<file path="config.mk">
export PLATFORM = sky130hd
export DESIGN_NAME = rx_slot_ctrl
export DESIGN_NICKNAME = d
export VERILOG_FILES = /design/src/rtl/rx_slot_ctrl.sv
export SDC_FILE = /design/constraint.sdc
export NUM_CORES = 1
export LEC_CHECK = 0
export CAP_MARGIN = 10
export CORE_UTILIZATION = 56
export DETAILED_ROUTE_END_ITERATION = 7
export PLACE_DENSITY = 0.93
export SLEW_MARGIN = 20
export SYNTH_ARGS = -nofsm -noshare
export SYNTH_HDL_FRONTEND = slang
export SYNTH_SLANG_ARGS = --single-unit
</file>
<file path="constraint.sdc">
create_clock -name RX_CLK -period 4.76 [get_ports RX_CLK]
set_clock_uncertainty 0.2 [all_clocks]
set_input_delay 0.952 -clock RX_CLK [delete_from_list [all_inputs] [get_ports RX_CLK]]
set_output_delay 0.952 -clock RX_CLK [all_outputs]
set_load 0.01 [all_outputs]
</file>
<file path="src/rtl/rx_slot_ctrl.sv">
// rx_slot_ctrl: steers UDP payloads into a ring of fixed-size RX memory slots and tracks commits/releases.
// Optional RX_SLOT_DROP_CNT_EN enables the saturating drop counter; otherwise drop_cnt is tied to 0.
module rx_slot_ctrl #(
  parameter int NSLOT = 4,
  parameter int SLOT_AW = 9,
  parameter int ADDR_W = 11,
  localparam int PW = $clog2(NSLOT)
) (
  input  logic              RX_CLK,
  input  logic              rst,
  input  logic              rx_udp_data_v,
  input  logic [7:0]        rx_udp_data,
  input  logic              release_i,
  output logic              mem_we,
  output logic [ADDR_W-1:0] mem_addr,
  output logic [7:0]        mem_din,
  output logic              pkt_avail,
  output logic              pkt_irq,
  output logic [PW-1:0]     rd_slot,
  output logic [SLOT_AW:0]  rd_len,
  output logic [PW:0]       full_cnt,
  output logic [15:0]       drop_cnt
);
  typedef enum logic [1:0] {IDLE, WRITE, DROP} state_t;
  state_t            state_q, state_d;
  logic [PW-1:0]     wr_ptr_q, wr_ptr_d, rd_ptr_q, rd_ptr_d;
  logic [SLOT_AW:0]  offset_q, offset_d;
  logic [SLOT_AW:0]  len_q [NSLOT];
  logic [SLOT_AW:0]  len_d [NSLOT];
  logic [PW:0]       full_cnt_q, full_cnt_d;
  logic              wait_q, wait_d, mem_we_q, mem_we_d, pkt_irq_q, pkt_irq_d, pkt_avail_q, pkt_avail_d;
  logic [ADDR_W-1:0] mem_addr_q, mem_addr_d;
  logic [7:0]        mem_din_q, mem_din_d;
  logic              commit, rel;
  // after reset, ignore the tail of any packet that was in flight
  always_comb begin
    state_d = state_q;
    wr_ptr_d = wr_ptr_q;
    offset_d = offset_q;
    len_d = len_q;
    wait_d = wait_q & rx_udp_data_v;
    mem_we_d = 1'b0;
    mem_addr_d = ADDR_W'({wr_ptr_q, offset_q[SLOT_AW-1:0]});
    mem_din_d = rx_udp_data;
    commit = 1'b0;
    case (state_q)
      IDLE: if (rx_udp_data_v && !wait_q) begin
        if (full_cnt_q == (PW+1)'(NSLOT)) state_d = DROP;
        else begin
          state_d = WRITE;
          mem_we_d = 1'b1;
          offset_d = offset_q + 1'b1;
        end
      end
      WRITE: if (rx_udp_data_v) begin
        if (offset_q[SLOT_AW]) state_d = DROP;
        else begin
          mem_we_d = 1'b1;
          offset_d = offset_q + 1'b1;
        end
      end else begin
        commit = 1'b1;
        len_d[wr_ptr_q] = offset_q;
        wr_ptr_d = wr_ptr_q + 1'b1;
        offset_d = '0;
        state_d = IDLE;
      end
      default: if (!rx_udp_data_v) begin
        offset_d = '0;
        state_d = IDLE;
      end
    endcase
    rel = release_i && full_cnt_q != '0;
    rd_ptr_d = rel ? rd_ptr_q + 1'b1 : rd_ptr_q;
    full_cnt_d = full_cnt_q + (PW+1)'(commit) - (PW+1)'(rel);
    pkt_avail_d = full_cnt_d != '0;
    pkt_irq_d = commit;
  end
  always_ff @(posedge RX_CLK) begin
    if (rst) begin
      state_q <= IDLE;
      wr_ptr_q <= '0;
      rd_ptr_q <= '0;
      offset_q <= '0;
      len_q <= '{default: '0};
      full_cnt_q <= '0;
      wait_q <= 1'b1;
      mem_we_q <= 1'b0;
      mem_addr_q <= '0;
      mem_din_q <= '0;
      pkt_irq_q <= 1'b0;
      pkt_avail_q <= 1'b0;
    end else begin
      state_q <= state_d;
      wr_ptr_q <= wr_ptr_d;
      rd_ptr_q <= rd_ptr_d;
      offset_q <= offset_d;
      len_q <= len_d;
      full_cnt_q <= full_cnt_d;
      wait_q <= wait_d;
      mem_we_q <= mem_we_d;
      mem_addr_q <= mem_addr_d;
      mem_din_q <= mem_din_d;
      pkt_irq_q <= pkt_irq_d;
      pkt_avail_q <= pkt_avail_d;
    end
  end
`ifdef RX_SLOT_DROP_CNT_EN
  logic [15:0] drop_cnt_q, drop_cnt_d;
  always_comb drop_cnt_d = (state_q == DROP && !rx_udp_data_v && drop_cnt_q != 16'hFFFF) ? drop_cnt_q + 16'd1 : drop_cnt_q;
  always_ff @(posedge RX_CLK) drop_cnt_q <= rst ? '0 : drop_cnt_d;
  assign drop_cnt = drop_cnt_q;
`else
  assign drop_cnt = '0;
`endif
  assign mem_we = mem_we_q;
  assign mem_addr = mem_addr_q;
  assign mem_din = mem_din_q;
  assign pkt_avail = pkt_avail_q;
  assign pkt_irq = pkt_irq_q;
  assign rd_slot = rd_ptr_q;
  assign rd_len = len_q[rd_ptr_q];
  assign full_cnt = full_cnt_q;
endmodule

</file>
## After elaboration in Yosys (flattened, before gate mapping)

Index checks and enable logic that the tools add are counted.

- Flip-flop bits (word level): 82
- Output and inout bits: 53

- $add $sub $neg: 5
- Order comparisons: 3
- Equal/unequal tests: 7
- Mux-type cells: 25
- Bitwise logic cells: 4
- Reduce and logical (&&, ||, !) cells: 11

Operator list:

| kind | count |
|---|---|
| 2-to-1 mux 10 bit | 8 |
| bitwise mux 40 bit | 1 |
| binary-select mux 10 bit (select 2 bit) | 1 |
| demux 10 bit (select 2 bit) | 1 |
| one-hot mux 10 bit (2 select lines) | 1 |
| adder 10 x 1 -> 10 bit (second input constant) | 1 |
| 2-to-1 mux 2 bit | 5 |
| greater-or-equal comparator 3 bit (second input constant) | 2 |
| 2-to-1 mux 1 bit | 6 |
| != test 3 bit (second input constant) | 2 |
| inverter 2 -> 3 bit | 2 |
| AND reduction 3 bit | 2 |
| nonzero test 3 bit | 2 |
| adder 2 x 1 -> 2 bit (second input constant) | 2 |
| != test 2 bit (second input constant) | 2 |
| one-hot mux 2 bit (2 select lines) | 1 |
| AND reduction 4 bit | 1 |
| adder 3 x 1 -> 3 bit | 1 |
| == test 3 bit (second input constant) | 1 |
| logical AND 1 bit | 3 |
| < comparator 3 x 1 -> 1 bit (second input constant) | 1 |
| != test 3 x 1 -> 1 bit (second input constant) | 1 |
| subtractor 3 x 1 -> 3 bit | 1 |
| == test 2 x 1 -> 1 bit (second input constant) | 1 |
| other kinds (6) | 6 |

## Longest topological paths before layout

Gate-level depths: netlist (run 1).

- Depth in word-level cells: 6
- Mapped depth: 10

## Least setup slack after synthesis (run 1)

Ideal clock, no wire load.

- Kind: input port to flip-flop
- Start point: in rx_udp_data_v
- End point: reg pkt_avail_q, in the netlist pkt_avail
- Arrival: 2732 ps
- Required time: 4428 ps
- Slack: 1695 ps
- Stages on the path: 10
- Buffers on the path: 1
- Cells stage by stage: buf_6 -> nor3b_4 -> inv_1 -> ha_1 -> inv_1 -> ha_1 -> fa_1 -> xnor2_1 -> xnor2_1 -> a21oi_1

- Cells in the longest elaborated chain, start to end: 5

Ends and longest elaborated chain:

| what | line | RTL |
|---|---|---|
| start: declaration | 11 | `input logic rx_udp_data_v,` |
| 2-to-1 mux 1 bit | 55 | `WRITE: if (rx_udp_data_v) begin` |
| 2-to-1 mux 1 bit | 46 | `case (state_q)` |
| adder 3 x 1 -> 3 bit | 75 | `full_cnt_d = full_cnt_q + (PW+1)'(commit) - (PW+1)'(rel);` |
| subtractor 3 x 1 -> 3 bit | 75 |  |
| nonzero test 3 bit | 76 | `pkt_avail_d = full_cnt_d != '0;` |
| end signal: assignment | 105 | `pkt_avail_q <= pkt_avail_d;` |
| end: declaration | 31 | `logic wait_q, wait_d, mem_we_q, mem_we_d, pkt_irq_q, pkt_irq_d, pkt_avail_q, pkt_avail_d;` |

No other way between the ends.
A chain may end at the register's enable or synchronous reset.

## Worst setup path in the final report (run 1)

- Start point: reg rd_ptr_q[0], in the netlist rd_slot[0]
- End point: out rd_len[3]

- Cells in the longest elaborated chain, start to end: 4

Ends and longest elaborated chain:

| what | line | RTL |
|---|---|---|
| start: declaration | 26 | `logic [PW-1:0] wr_ptr_q, wr_ptr_d, rd_ptr_q, rd_ptr_d;` |
| start signal: assignment | 96 | `rd_ptr_q <= rd_ptr_d;` |
| inverter 2 -> 3 bit (implied by the code) | 122 | `assign rd_len = len_q[rd_ptr_q];` |
| binary-select mux 10 bit (select 2 bit) | 122 |  |
| 2-to-1 mux 10 bit (implied by the code) (2 in a row) | 122 |  |
| end: declaration | 20 | `output logic [SLOT_AW:0] rd_len,` |

No other way between the ends. The select of a mux whose other input is x is not followed.

==> flow_summary.json, run 1 <==
{
  "place.gp.congestion": 0.8491,
  "worstSetupEndpointType": "output pin",
  "timing.hold.worst.start": "len_q[26]",
  "number_of_levels_in_the_clock_h_tree": 3,
  "grt.total_usage_pct": 23.92,
  "p_leak_uw": 0.001467,
  "antennaDiodeCount": 0,
  "max-cap-violations": 0,
  "postCtsResizedCells": 0,
  "syn2layout_area_growth_pct": 16.36,
  "synth_commonest_cells": "nand2_1, dfxtp_1, a21oi_1",
  "post-dp-hpwl_um": 4722,
  "synth_area_leaders": "dfxtp_1, nand2_1, a21oi_1, mux4_2, buf_4",
  "routed_wire_length_um": 7315,
  "cellInternalPower_uw": 1176,
  "layout_worst_path_cycle_share_pct": 73.92,
  "reg2reg_setup_slack_ns": 1.99,
  "clkSinkCount": 82,
  "min-delay-path-class": "register to register",
  "min_delay_path_depth": 2,
  "worst_setup_path_start_kind": "register",
  "timing_max_transition_violations_final": 0,
  "grt.overflow.total": 0,
  "timing.max_slew.rel_slack_pct": 43.50,
  "finalSetupViolCount": 0,
  "cts_setup_buffers": 0,
  "pin_count_of_the_biggest_net_entering_global_routing": 76,
  "worst-path-max-fanout": 13,
  "drc": 0,
  "final.min_clock_period_ns": 3.519,
  "yosys.cell_count.top_type": "nand2_1",
  "pwr-share-clk_pct": 36.5,
  "r2r_end": "pkt_avail",
  "cts.root.buffer_cell": "clkbuf_8",
  "route.vias.total": 2699,
  "die_width_um": 81.95,
  "r2r-start": "state_q[0]",
  "clock.fmax_ghz": 0.2842,
  "design.die.area_sq_um": 6716,
  "avgSynthCellArea_sq_um": 9.298,
  "synthesis.yosys.warnings": 0,
  "die_y_um": 81.95,
  "area_share_of_the_largest_cell_type_after_synthesis_pct": 45.86,
  "postCtsHoldBufs": 0,
  "measured_slew_at_the_worst_slew_check_pin_ns": 0.8464,
  "grt_antenna_before_repair": 0,
  "postSynthRegisterBits": 82,
  "max-vdd-ir-drop_mv": 0.2720,
  "rows": 28,
  "synthCells": 385,
  "hold_viol": 0,
  "synth_seq_area_share_pct": 45.86,
  "ff2ff_path_depth": 9,
  "drt_iter0_drc": 221,
  "port_buffers": 48,
  "cts_tree": "built",
  "share_of_post_route_cells_with_drive_strength_above_1_pct": 9.953,
  "power_switching_share_pct": 26.59,
  "critical_path_arrival_ns": 2.37,
  "floorplan.io_pins": 65,
  "netSwitchingPower_uw": 425.9,
  "synthDominantAreaCellType": "dfxtp_1",
  "grt_pass1_wl_um": 11870,
  "core_region_area_sq_um": 6026,
  "worst_setup_hold_path_clk_slew_ns": 0.08,
  "final_core_utilization_pct": 69.12,
  "ys.flop_type": "dfxtp_1",
  "share_seq_of_total_power_pct": 48.6,
  "synth.distinct_cells": 53,
  "powerDensity_nw_per_um2": 384.5,
  "worst_ep_required_time_ns": 3.61,
  "final_net_count": 438,
  "cts_buffers": 9,
  "drt_pass1_iterations": 4,
  "avgViaCountPerCell": 5.431,
  "start_util_pct": 59.41,
  "grt_pass1_vias": 2601,
  "postRouteAntennaNets": 0,
  "synth_enable_flop_cells": 0,
  "worst_skew_pair.late_latency_ns": 0.36,
  "rsz_0062_raised_after_global_routing": "false",
  "filler_cell_count": 466,
  "netlist_area_sq_um": 3580,
  "hold-path-endpoint": "len_q[26]",
  "run_status": "finished, final reports clean",
  "synth_async_sr_flop_share_pct": 0,
  "combPwrFrac_pct": 14.9,
  "critical_path_class": "register to output pin",
  "cts-root-to-sink-buffers": 2,
  "post_drt_wl_per_cell_um": 14.72,
  "timing.setup.tns_ns": 0
}
[flip-flops by register name, indices dropped and copies added, names as in the netlist, 2 cells and up]
signal,flops
full_cnt,3
mem_din,8
mem_addr,11
state_q,2
offset_q,10
rd_slot,2
wr_ptr_q,2
len_q,40
[cell usage in the layout, fill, tap and decap left out, types with 2 or more instances in the layout]
| cell type | Yosys | layout |
|---|---|---|
| nor2b_1 | 18 | 18 |
| o21ai_0 | 2 | 2 |
| o21ai_1 | 2 | 2 |
| xnor2_1 | 3 | 3 |
| dfxtp_1 | 82 | 82 |
| bufinv_16 | 0 | 2 |
| nand3_1 | 7 | 7 |
| and4_1 | 2 | 2 |
| and2_1 | 4 | 4 |
| a21oi_1 | 46 | 46 |
| nor4_1 | 2 | 2 |
| a211o_1 | 3 | 3 |
| nand2b_1 | 2 | 2 |
| o22a_1 | 2 | 2 |
| o32ai_2 | 3 | 3 |
| mux4_2 | 10 | 10 |
| or2_1 | 2 | 2 |
| nand4_1 | 2 | 2 |
| clkdlybuf4s50_1 | 0 | 47 |
| a21o_1 | 3 | 3 |
| clkbuf_8 | 1 | 11 |
| nand2_1 | 90 | 90 |
| o31ai_1 | 2 | 2 |
| ha_1 | 8 | 8 |
| or3_1 | 2 | 2 |
| a211oi_1 | 4 | 4 |
| nor2_1 | 10 | 10 |
| conb_1 | 1 | 16 |
| inv_1 | 10 | 10 |
[critical path: stages, from the launching register on]
cell and delay (ns):
dfxtp_1 0.88, mux4_2 0.63, clkdlybuf4s50_1 0.49
[metrics by stage]
step | hold WS, ns | setup slack, ns | power, uW | area, sq um | std cells
floorplan | 0.2331 | 1.695 | 963.6 | 3636 | 400
global route | 0.2771 | 1.141 | 1664 | 4165 | 497
detailed placement | 0.2465 | 0.9570 | 1032 | 3929 | 481
global placement | 0.2384 | 1.059 | 1024 | 3929 | 481
finish | 0.2565 | 1.241 | 1601 | 4165 | 497
CTS | 0.2574 | 1.223 | 1606 | 4165 | 497
[how the worst max path moves through the flow]
stage | from | endpoint | slack [ns] | depth (start not counted)
floorplan | rx_udp_data_v | pkt_avail | 1.70 | 10
global placement | rx_udp_data_v | pkt_avail | 1.06 | 10
global route | rd_slot[0] | rd_len[3] | 1.14 | 2
CTS | rd_slot[0] | rd_len[8] | 1.22 | 2
finish | rd_slot[0] | rd_len[3] | 1.24 | 2
detailed placement | rx_udp_data_v | pkt_avail | 0.96 | 10
[layout make-up]
cell class / instances / area [sq um] / area share, %
tap: 75 / 93.84 / 2.253
sequential: 82 / 1642 / 39.41
clock inverter: 5 / 85.08 / 2.043
multi-input combinational: 265 / 1673 / 40.16
timing repair buffer: 49 / 483.0 / 11.60
clock buffer: 11 / 151.4 / 3.635
inverter: 10 / 37.54 / 0.9012
[layer usage]
layer  vias to the layer above  track usage (%)  share of wire, %
li1                       1327                -                 -
met1                      1281            28.27                42
met2                        77            39.92                50
met3                        14            4.333               5.7
met4                         0            15.09               2.2
met5                         -                0                 0
[power groups by stage]
stage | registers (uW) | clock network [uW] | logic, uW
6_report | 778 | 585 | 239
5_1_grt | 787 | 616 | 262
4_1_cts | 779 | 587 | 240
3_5_place_dp | 794 | 0 | 238
3_3_place_gp | 792 | 0 | 232
2_1_floorplan | 763 | 0 | 201
[cells by family (layout without fill, tap and decap cells)]
kind of cell             after synthesis  count (layout)  share of synthesized area [%]
AND/OR/NAND/NOR                      151             151                          20.41
flip-flops                            82              82                          45.86
AO/OA/AOI/OAI                         75              75                          14.02
buffers and inverters                 53              75                          8.983
multiplexers                          10              10                          6.292
adder cells (fa/ha/maj)                9               9                          3.356
XOR/XNOR                               4               4                         0.9789
other                                  1              16                         0.1048
Note: power is estimated with default switching activity, not from simulation.
==> inputs of run 2 (changes only) <==
- CORE_UTILIZATION: 56 -> 47
- PLACE_DENSITY: 0.93 -> 0.85
- clock period: 4.76 -> 3 ns (I/O delays scaled with it)
==> run 2 against run 1 <==
Effect of this change: critical endpoint unchanged; core utilization shrank 12 points; clock power increased by 26%; hold slack improved by 0.00085 ns; global-route usage fell by 3.7 points.
==> flow_summary.json, run 2 (synthesis results as in run 1) <==
{
  "run_status": "finished, final reports clean",
  "critical_path_class": "register to output pin",
  "antennaDiodeCount": 0,
  "post-dp-hpwl_um": 4988,
  "worstSetupEndpointType": "output pin",
  "grt_pass1_wl_um": 12040,
  "ff2ff_path_depth": 9,
  "finalSetupViolCount": 0,
  "share_of_post_route_cells_with_drive_strength_above_1_pct": 11.01,
  "filler_cell_count": 663,
  "worstSetupPathDepth": 3,
  "cts.root.buffer_cell": "clkbuf_8",
  "critical_path.max_stage_delay_ns": 0.56,
  "die_y_um": 89.27,
  "critical_path_arrival_ns": 2.04,
  "routed_wire_length_um": 7433,
  "mostFrequentLayoutCell": "nand2_1",
  "start_util_pct": 49.09,
  "post_drt_wl_per_cell_um": 14.13,
  "worst_ep_required_time_ns": 2.20,
  "pin_count_of_the_biggest_net_entering_global_routing": 31,
  "drt_pass1_iterations": 4,
  "p_leak_uw": 0.001459,
  "final.min_clock_period_ns": 2.844,
  "cts_tree": "built",
  "min-delay-path-class": "register to register",
  "drt_iter0_drc": 139,
  "largest-register": "len_q",
  "max-vdd-ir-drop_mv": 0.4234,
  "powerDensity_nw_per_um2": 565.7,
  "hold_viol": 0,
  "final_net_count": 443,
  "worst_setup_hold_path_clk_slew_ns": 0.08,
  "postCtsResizedCells": 0,
  "max-cap-violations": 0,
  "place.gp.congestion": 0.7745,
  "r2r_end": "pkt_avail",
  "flip_flop_count_of_the_largest_register_all_copies_and_words_added": 40,
  "worst_skew_pair.late_latency_ns": 0.35,
  "clkSinkCount": 82,
  "drc": 0,
  "floorplan.io_pins": 65,
  "die_width_um": 89.27,
  "timing.max_slew.rel_slack_pct": 56.09,
  "timing_max_transition_violations_final": 0,
  "rsz_0062_raised_after_global_routing": "false",
  "hold-path-endpoint": "len_q[0]",
  "layout.area.seq_sq_um": 1642,
  "final_cell_mix": "nand2_1, dfxtp_1, clkdlybuf4s50_1",
  "cts_buffers": 9,
  "total_cell_area_at_the_placement_stage_sq_um": 3996,
  "syn2layout_area_growth_pct": 16.95,
  "cts_setup_buffers": 0,
  "total_area_of_multi_input_combinational_cells_sq_um": 1673,
  "layout_worst_path_cycle_share_pct": 94.79,
  "cts-root-to-sink-buffers": 2,
  "r2r-start": "state_q[0]",
  "reg2reg_setup_slack_ns": 0.30,
  "route.vias.total": 2737,
  "min_delay_path_depth": 2,
  "worst-path-max-fanout": 11,
  "postCtsHoldBufs": 0,
  "core_region_area_sq_um": 7292,
  "grt.overflow.total": 0,
  "timing.critical_path.cells": "buf_4, mux4_2, clkdlybuf4s50_1",
  "measured_slew_at_the_worst_slew_check_pin_ns": 0.6577,
  "dp.cells": 510,
  "avgViaCountPerCell": 5.203,
  "fin_area_sq_um": 4187,
  "port_buffers": 48,
  "clock.fmax_ghz": 0.3517,
  "critical-path-slowest-cell": "mux4_2",
  "grt_pass1_vias": 2510,
  "rows": 31,
  "design.die.area_sq_um": 7969,
  "number_of_levels_in_the_clock_h_tree": 3,
  "cp-startpoint": "rd_slot[0]",
  "grt.total_usage_pct": 20.27,
  "finish.cell_count_without_fillers": 526,
  "timing.setup.tns_ns": 0,
  "postRouteAntennaNets": 0,
  "worst_path_dominant_cell_family": "buffers and inverters",
  "grt_antenna_before_repair": 0,
  "timing.critical_path.buf_inv": 2,
  "worst_setup_path_start_kind": "register",
  "timing.hold.worst.start": "len_q[0]"
}
## run 2: routing by layer
metal	part of all wire [%]	vias to the layer above	GRT usage, %
li1	-	1334	-
met1	44	1304	25.22
met2	48	81	33.45
met3	5.1	18	5.171
met4	2.6	0	8.658
met5	0	-	0
## run 2: tightest hold or removal path, stage by stage (launching register included)
cell and delay [ns]:
dfxtp_1 0.31, nand2_1 0.05, a21oi_1 0.05
## run 2: power breakdown
group,switching [uW],internal [uW]
clock network,392,346
registers,60.7,1140
logic,211,223
## run 2: worst max path at each step
stage                           end
after global placement    pkt_avail
after floorplan           pkt_avail
final                     rd_len[3]
after global routing      rd_len[3]
after CTS                 rd_len[3]
after detailed placement  pkt_avail
## run 2: stage by stage
stage          utilization, %  worst slack [ns]  hold WS, ns  power, uW
4_1_cts                 57.41            0.1255       0.2582       2389
2_1_floorplan               -            0.2873       0.2331       1529
6_report                57.41            0.1563       0.2573       2368
3_5_place_dp            54.80           -0.2106       0.2463       1658
3_3_place_gp            54.80           -0.1429       0.2390       1641
5_1_grt                 57.41           0.05831       0.2693       2493
## run 2: area by class of cell
type                       count  area share, %
multi-input combinational    265          39.96
clock inverter                 5         0.9265
tap                           99          2.959
timing repair buffer          54          12.43
sequential                    82          39.21
inverter                      10         0.8966
clock buffer                  11          3.616
==> edit 1, RTL diff (config.mk and constraints of run 1) <==
Add a define of `RX_SLOT_DROP_CNT_EN`.
--- a/src/rtl/rx_slot_ctrl.sv
+++ b/src/rtl/rx_slot_ctrl.sv
@@ -1,4 +1,6 @@
 // rx_slot_ctrl: steers UDP payloads into a ring of fixed-size RX memory slots and tracks commits/releases.
 // Optional RX_SLOT_DROP_CNT_EN enables the saturating drop counter; otherwise drop_cnt is tied to 0.
+`define RX_SLOT_DROP_CNT_EN
+
 module rx_slot_ctrl #(
   parameter int NSLOT = 4,
Formal check against the unedited RTL: same outputs for any inputs over 10 cycles, from zero or initial values and one cycle with rst high; that may be too few to reach the edited logic, so the function may still have changed.
==> edit 1 against run 1 <==
  * Total power up 8.0%
  * Wire length up 34%
  * Area after synthesis up 17%
  * Synthesized cell count increased by 23%
  * Non-clock buffer count rose by 16
  * Worst hold slack hardly changed
  * Via count is 36% higher
  * Worst setup slack better by 0.023 ns
  * Final cell count rose by 25%
  * Cell area grew 21%
  * Sequential power rose by 18%
  * Sequential cell count up 16
  * Critical path type unchanged
  * Critical endpoint is now rd_len[1]
==> edit 1: results (changes against run 1) <==
The flow ran to the end, and the final reports show no timing, DRC or antenna violations. Via count of the first global-routing pass: 3410 (+31%). Post-synthesis compound-gate area fraction: 0.1463 (+0.006166).

The peak ir drop on the vdd network was 0.2529 mV (-7.0%). The multi-input gate area in the final layout is 0.002052 mm^2 (+23%), and the met3 capacity usage during global routing is 0.04011 (-0.003221). The xor/xnor share of the synthesized area was 0.01259 (+0.002807); the share of final-layout standard cells stronger than drive strength 1 was 0.06679 (-0.03273). The tools report the worst-case setup slack after placement as 0.9303 ns (-0.02669 ns). The sequential share of cell area came out at 0.3903 (-0.003771). The run gives 332 (+25%) as the number of multi-input combinational cells in the layout. The run gives 0.3817 (-0.05334) as the worst slew margin relative to its limit. The cell depth of the worst flop-to-flop path came out at 8 (-1). The multiplexer share of the synthesized area is 0.05907 (-0.003845). For the net count reported at finish, the log shows 541 (+24%). The commonest cells after synthesis are 100 x nand2_1, 98 x dfxtp_1, 58 x a21oi_1. The number of signal-net inverters in the final layout is 13 (+3), and the count of cell types in the netlist is 54 (+1.9%).

For the number of sinks driven by the clock tree, the log shows 98 (+20%). The run gives 4.928 mm (+35%) as the total met2 wirelength after detailed routing. The tools report the met2 global-route usage as 0.4420 (+0.04278).

The tools report the first-pass GRT wire length as 15.29 mm (+29%). The startpoint of the worst hold path was len_q[18]. The area fraction of clock buffers and clock inverters works out to 0.03908 (-0.01769). The tools report the number of DRC violations after detailed-routing iteration 0 as 228 (+3.2%). Adder-cell share of the synthesized area: 0.03178 (-0.001771). Final-layout clock buffer total: 12 (+1).
==> edit 1: through the flow <==
step                cells  utilization  hold WS [ns]  total power (uW)
floorplan             472            -        0.2331              1102
global placement      607       0.6679        0.2390              1190
finish                623       0.6967        0.2569              1729
global route          623       0.6967        0.2809              1794
detailed placement    607       0.6679        0.2433              1204
CTS                   623       0.6951        0.2558              1730
==> edit 1: how the worst max path moves through the flow <==
stage | depth (start not counted) | from | end | slack, ns
6_report | 2 | rd_slot[0] | rd_len[1] | 1.26
5_1_grt | 9 | rx_udp_data_v | pkt_avail | 1.08
4_1_cts | 2 | rd_slot[0] | rd_len[1] | 1.25
3_5_place_dp | 9 | rx_udp_data_v | pkt_avail | 0.93
3_3_place_gp | 9 | rx_udp_data_v | pkt_avail | 1.07
2_1_floorplan | 9 | rx_udp_data_v | pkt_avail | 1.71
==> edit 1: report_power, final <==
group	switching (uW)	internal (uW)
clock network	279	258
registers	66.3	852
logic	131	143
==> edit 2, RTL diff (config.mk and constraints of run 1) <==
Made on the original files. Take the reset off `mem_addr_q` and load it in a clocked block of its own.
--- a/src/rtl/rx_slot_ctrl.sv
+++ b/src/rtl/rx_slot_ctrl.sv
@@ -87,5 +87,4 @@
       wait_q <= 1'b1;
       mem_we_q <= 1'b0;
-      mem_addr_q <= '0;
       mem_din_q <= '0;
       pkt_irq_q <= 1'b0;
@@ -100,9 +99,12 @@
       wait_q <= wait_d;
       mem_we_q <= mem_we_d;
-      mem_addr_q <= mem_addr_d;
       mem_din_q <= mem_din_d;
       pkt_irq_q <= pkt_irq_d;
       pkt_avail_q <= pkt_avail_d;
     end
+  end
+
+  always_ff @(posedge RX_CLK) begin
+    mem_addr_q <= mem_addr_d;
   end
 `ifdef RX_SLOT_DROP_CNT_EN
Formal check against the unedited RTL: differs if rst is asserted again (counterexample within 4 cycles, from zero or initial values and one cycle with rst high); with rst held inactive, the same outputs for 10 cycles.
==> edit 2 against run 1 <==
  * Area after synthesis down 3.1%
  * Wire length decreased by 0.85%
  * Worst hold slack lost 0.052 ns
  * Total power decreased by 5.8%
  * Maximum frequency decreased by 4.3%
  * Worst setup slack worse by 0.16 ns
  * Cell area shrank 2.9%
  * Largest cell class is now registers
  * Critical path depth increased by 8
  * Combinational power increased by 5%
  * Sequential cell count did not move
  * Register-to-register slack got worse by 0.41 ns
  * Core utilization down 1.2 points
==> edit 2: results (changes against run 1) <==
The flow ran to the end, and the final reports show no timing, DRC or antenna violations. The fraction of registers with async set/reset works out to 0 (unchanged). The tools report the met2 global-route usage as 0.3941 (-0.005106).

The first-pass GRT wire length was 11.90 mm (+0.29%). The multiplexer share of the synthesized area works out to 0.06782 (+0.004906). For the register area share after synthesis, the log shows 0.4733 (+0.01472). The tools report the met3 routed wirelength as 551 um (+32%). The kind of cell with the highest combined delay along the critical path is adder cells. After detailed routing, no signal wire sits above met4.

Routed length per placed instance: 14.74 um (+0.16%). Counting flops per register, the top entry is len_q. The slew at the pin with the worst max-slew slack works out to 0.8530 ns (+0.006606 ns).

The post-synthesis compound-gate area fraction was 0.1411 (+0.0008926); the highest net fanout along the worst path was 12 (-1). The net count reported at finish came out at 433 (-1.1%). Class of the worst hold path: reg -> reg.

The logs give 0 (unchanged) for the number of antenna violations at the first check in global routing and 0.35 ns for the insertion delay to the later sink of the worst-skew pair. The tools report the endpoint with the worst hold slack as mem_addr[10]. The count of cell types in the netlist is 47 (-11%). The tree is rooted in a clkbuf_8. The total inserted antenna cells came out at 0 (unchanged). The worst-path cell with the longest stage delay was nor3b_2.

The run gives 262 (+19%) as the number of DRC violations after detailed-routing iteration 0. The total power was 1508 uW (-5.8%); the stage delay of the slowest cell on the critical path was 0.61 ns (-0.27 ns). The via count of the first global-routing pass is 2573 (-1.1%). The setup slack of the worst register-to-register path is 1.58 ns (-0.41 ns). The run gives 0 (unchanged) as the synthesis warning total. The cell depth of the worst flop-to-flop path came out at 9 (unchanged).

The run gives 0 (unchanged) as the post-CTS setup repair buffer count. The xor/xnor share of the synthesized area is 0.01263 (+0.002839), and the adder-cell share of the synthesized area is 0.03463 (+0.001077). In this run the critical register-to-register path is launched from state_q[0]. The peak ir drop on the vdd network was 0.3095 mV (+14%); the number of cells traversed by the worst hold path was 0 (-2). The tools report the startpoint of the worst hold path as wr_ptr_q[1]. The run gives 0.8606 (+1.4%) as the global placer's final weighted congestion.

The number of flip-flops under the largest register name was 40 (unchanged); the number of levels the H-tree was split into was 3 (unchanged). The pin count of the biggest net entering global routing is 62 (-18%), and the static leakage power is 0.001386 uW (-5.5%). The met1 routed wirelength after detailed routing was 2.970 mm (-3.9%); the total met2 wirelength after detailed routing was 3.577 mm (-2.0%).

The count of vias placed by the detailed router was 2753 (+2.0%). Yosys attributes the largest share of cell area to dfxtp_1 47%, nand2_1 9.7%, a21oi_1 7.1%. The met3 capacity usage during global routing is 0.07386 (+0.03053). The endpoint identified for the worst register-to-register timing path is pkt_avail. The share of final-layout standard cells stronger than drive strength 1 was 0.08633 (-0.01320); the first-pass detailed-route iteration total was 6 (+2). The commonest cells after synthesis are 90 x nand2_1, 82 x dfxtp_1, 49 x a21oi_1. The count of input and output buffers is 48 (unchanged), and the maximum root-to-sink buffer count is 2 (unchanged).

The met1 track utilization from global routing was 0.3047 (+0.02202). The tools report the quantity of gates resized following cts as 0 (unchanged). The detailed placer's ending HPWL was 4.823 mm (+2.2%); the global-route usage over all layers was 0.2472 (+0.007998).
## edit 2: area by class of cell
cell class / count / area [um^2]
well taps: 75 / 93.84
fillers: 478 / 1911
inverters: 13 / 48.80
clock buffers: 11 / 131.4
multi-input cells: 257 / 1592
repair buffers: 49 / 483.0
clock inverters: 5 / 55.05
flip-flops and latches: 82 / 1642
## edit 2: how the worst max path moves through the flow
stage / cells past startpoint / slack [ns] / startpoint / end
after CTS: 10 / 1.09 / rx_udp_data_v / pkt_avail
after floorplan: 11 / 1.68 / rx_udp_data_v / pkt_avail
after detailed placement: 10 / 0.71 / rx_udp_data_v / pkt_avail
after global placement: 10 / 0.95 / rx_udp_data_v / pkt_avail
after global routing: 10 / 0.94 / rx_udp_data_v / pkt_avail
final: 10 / 1.08 / rx_udp_data_v / pkt_avail
## edit 2: per-stage QoR
| stage | utilization | instance area, um^2 | std cells | setup WS (ns) | hold WS, ns |
|---|---|---|---|---|---|
| 6_report | 0.6792 | 4045 | 492 | 1.084 | 0.2043 |
| 5_1_grt | 0.6792 | 4045 | 492 | 0.9401 | 0.2127 |
| 4_1_cts | 0.6792 | 4045 | 492 | 1.085 | 0.2046 |
| 3_5_place_dp | 0.6479 | 3859 | 476 | 0.7111 | 0.1893 |
| 3_3_place_gp | 0.6479 | 3859 | 476 | 0.9541 | 0.1936 |
| 2_1_floorplan | - | 3525 | 393 | 1.685 | 0.1258 |
## edit 2: kinds of logic after synthesis
family                     after synthesis
buffers and inverters                   54
muxes                                   11
adders and majority gates                9
DFF                                     82
other                                    1
xor gates and xnor gates                 5
and+or+nand+nor                        140
AOI/OAI and AO/OA                       76
## edit 2: report_power, final
| group | total, uW | switching [uW] | internal, uW |
|---|---|---|---|
| Combinational | 251 | 112 | 139 |
| Sequential | 780 | 64.0 | 716 |
| Clock | 477 | 236 | 241 |
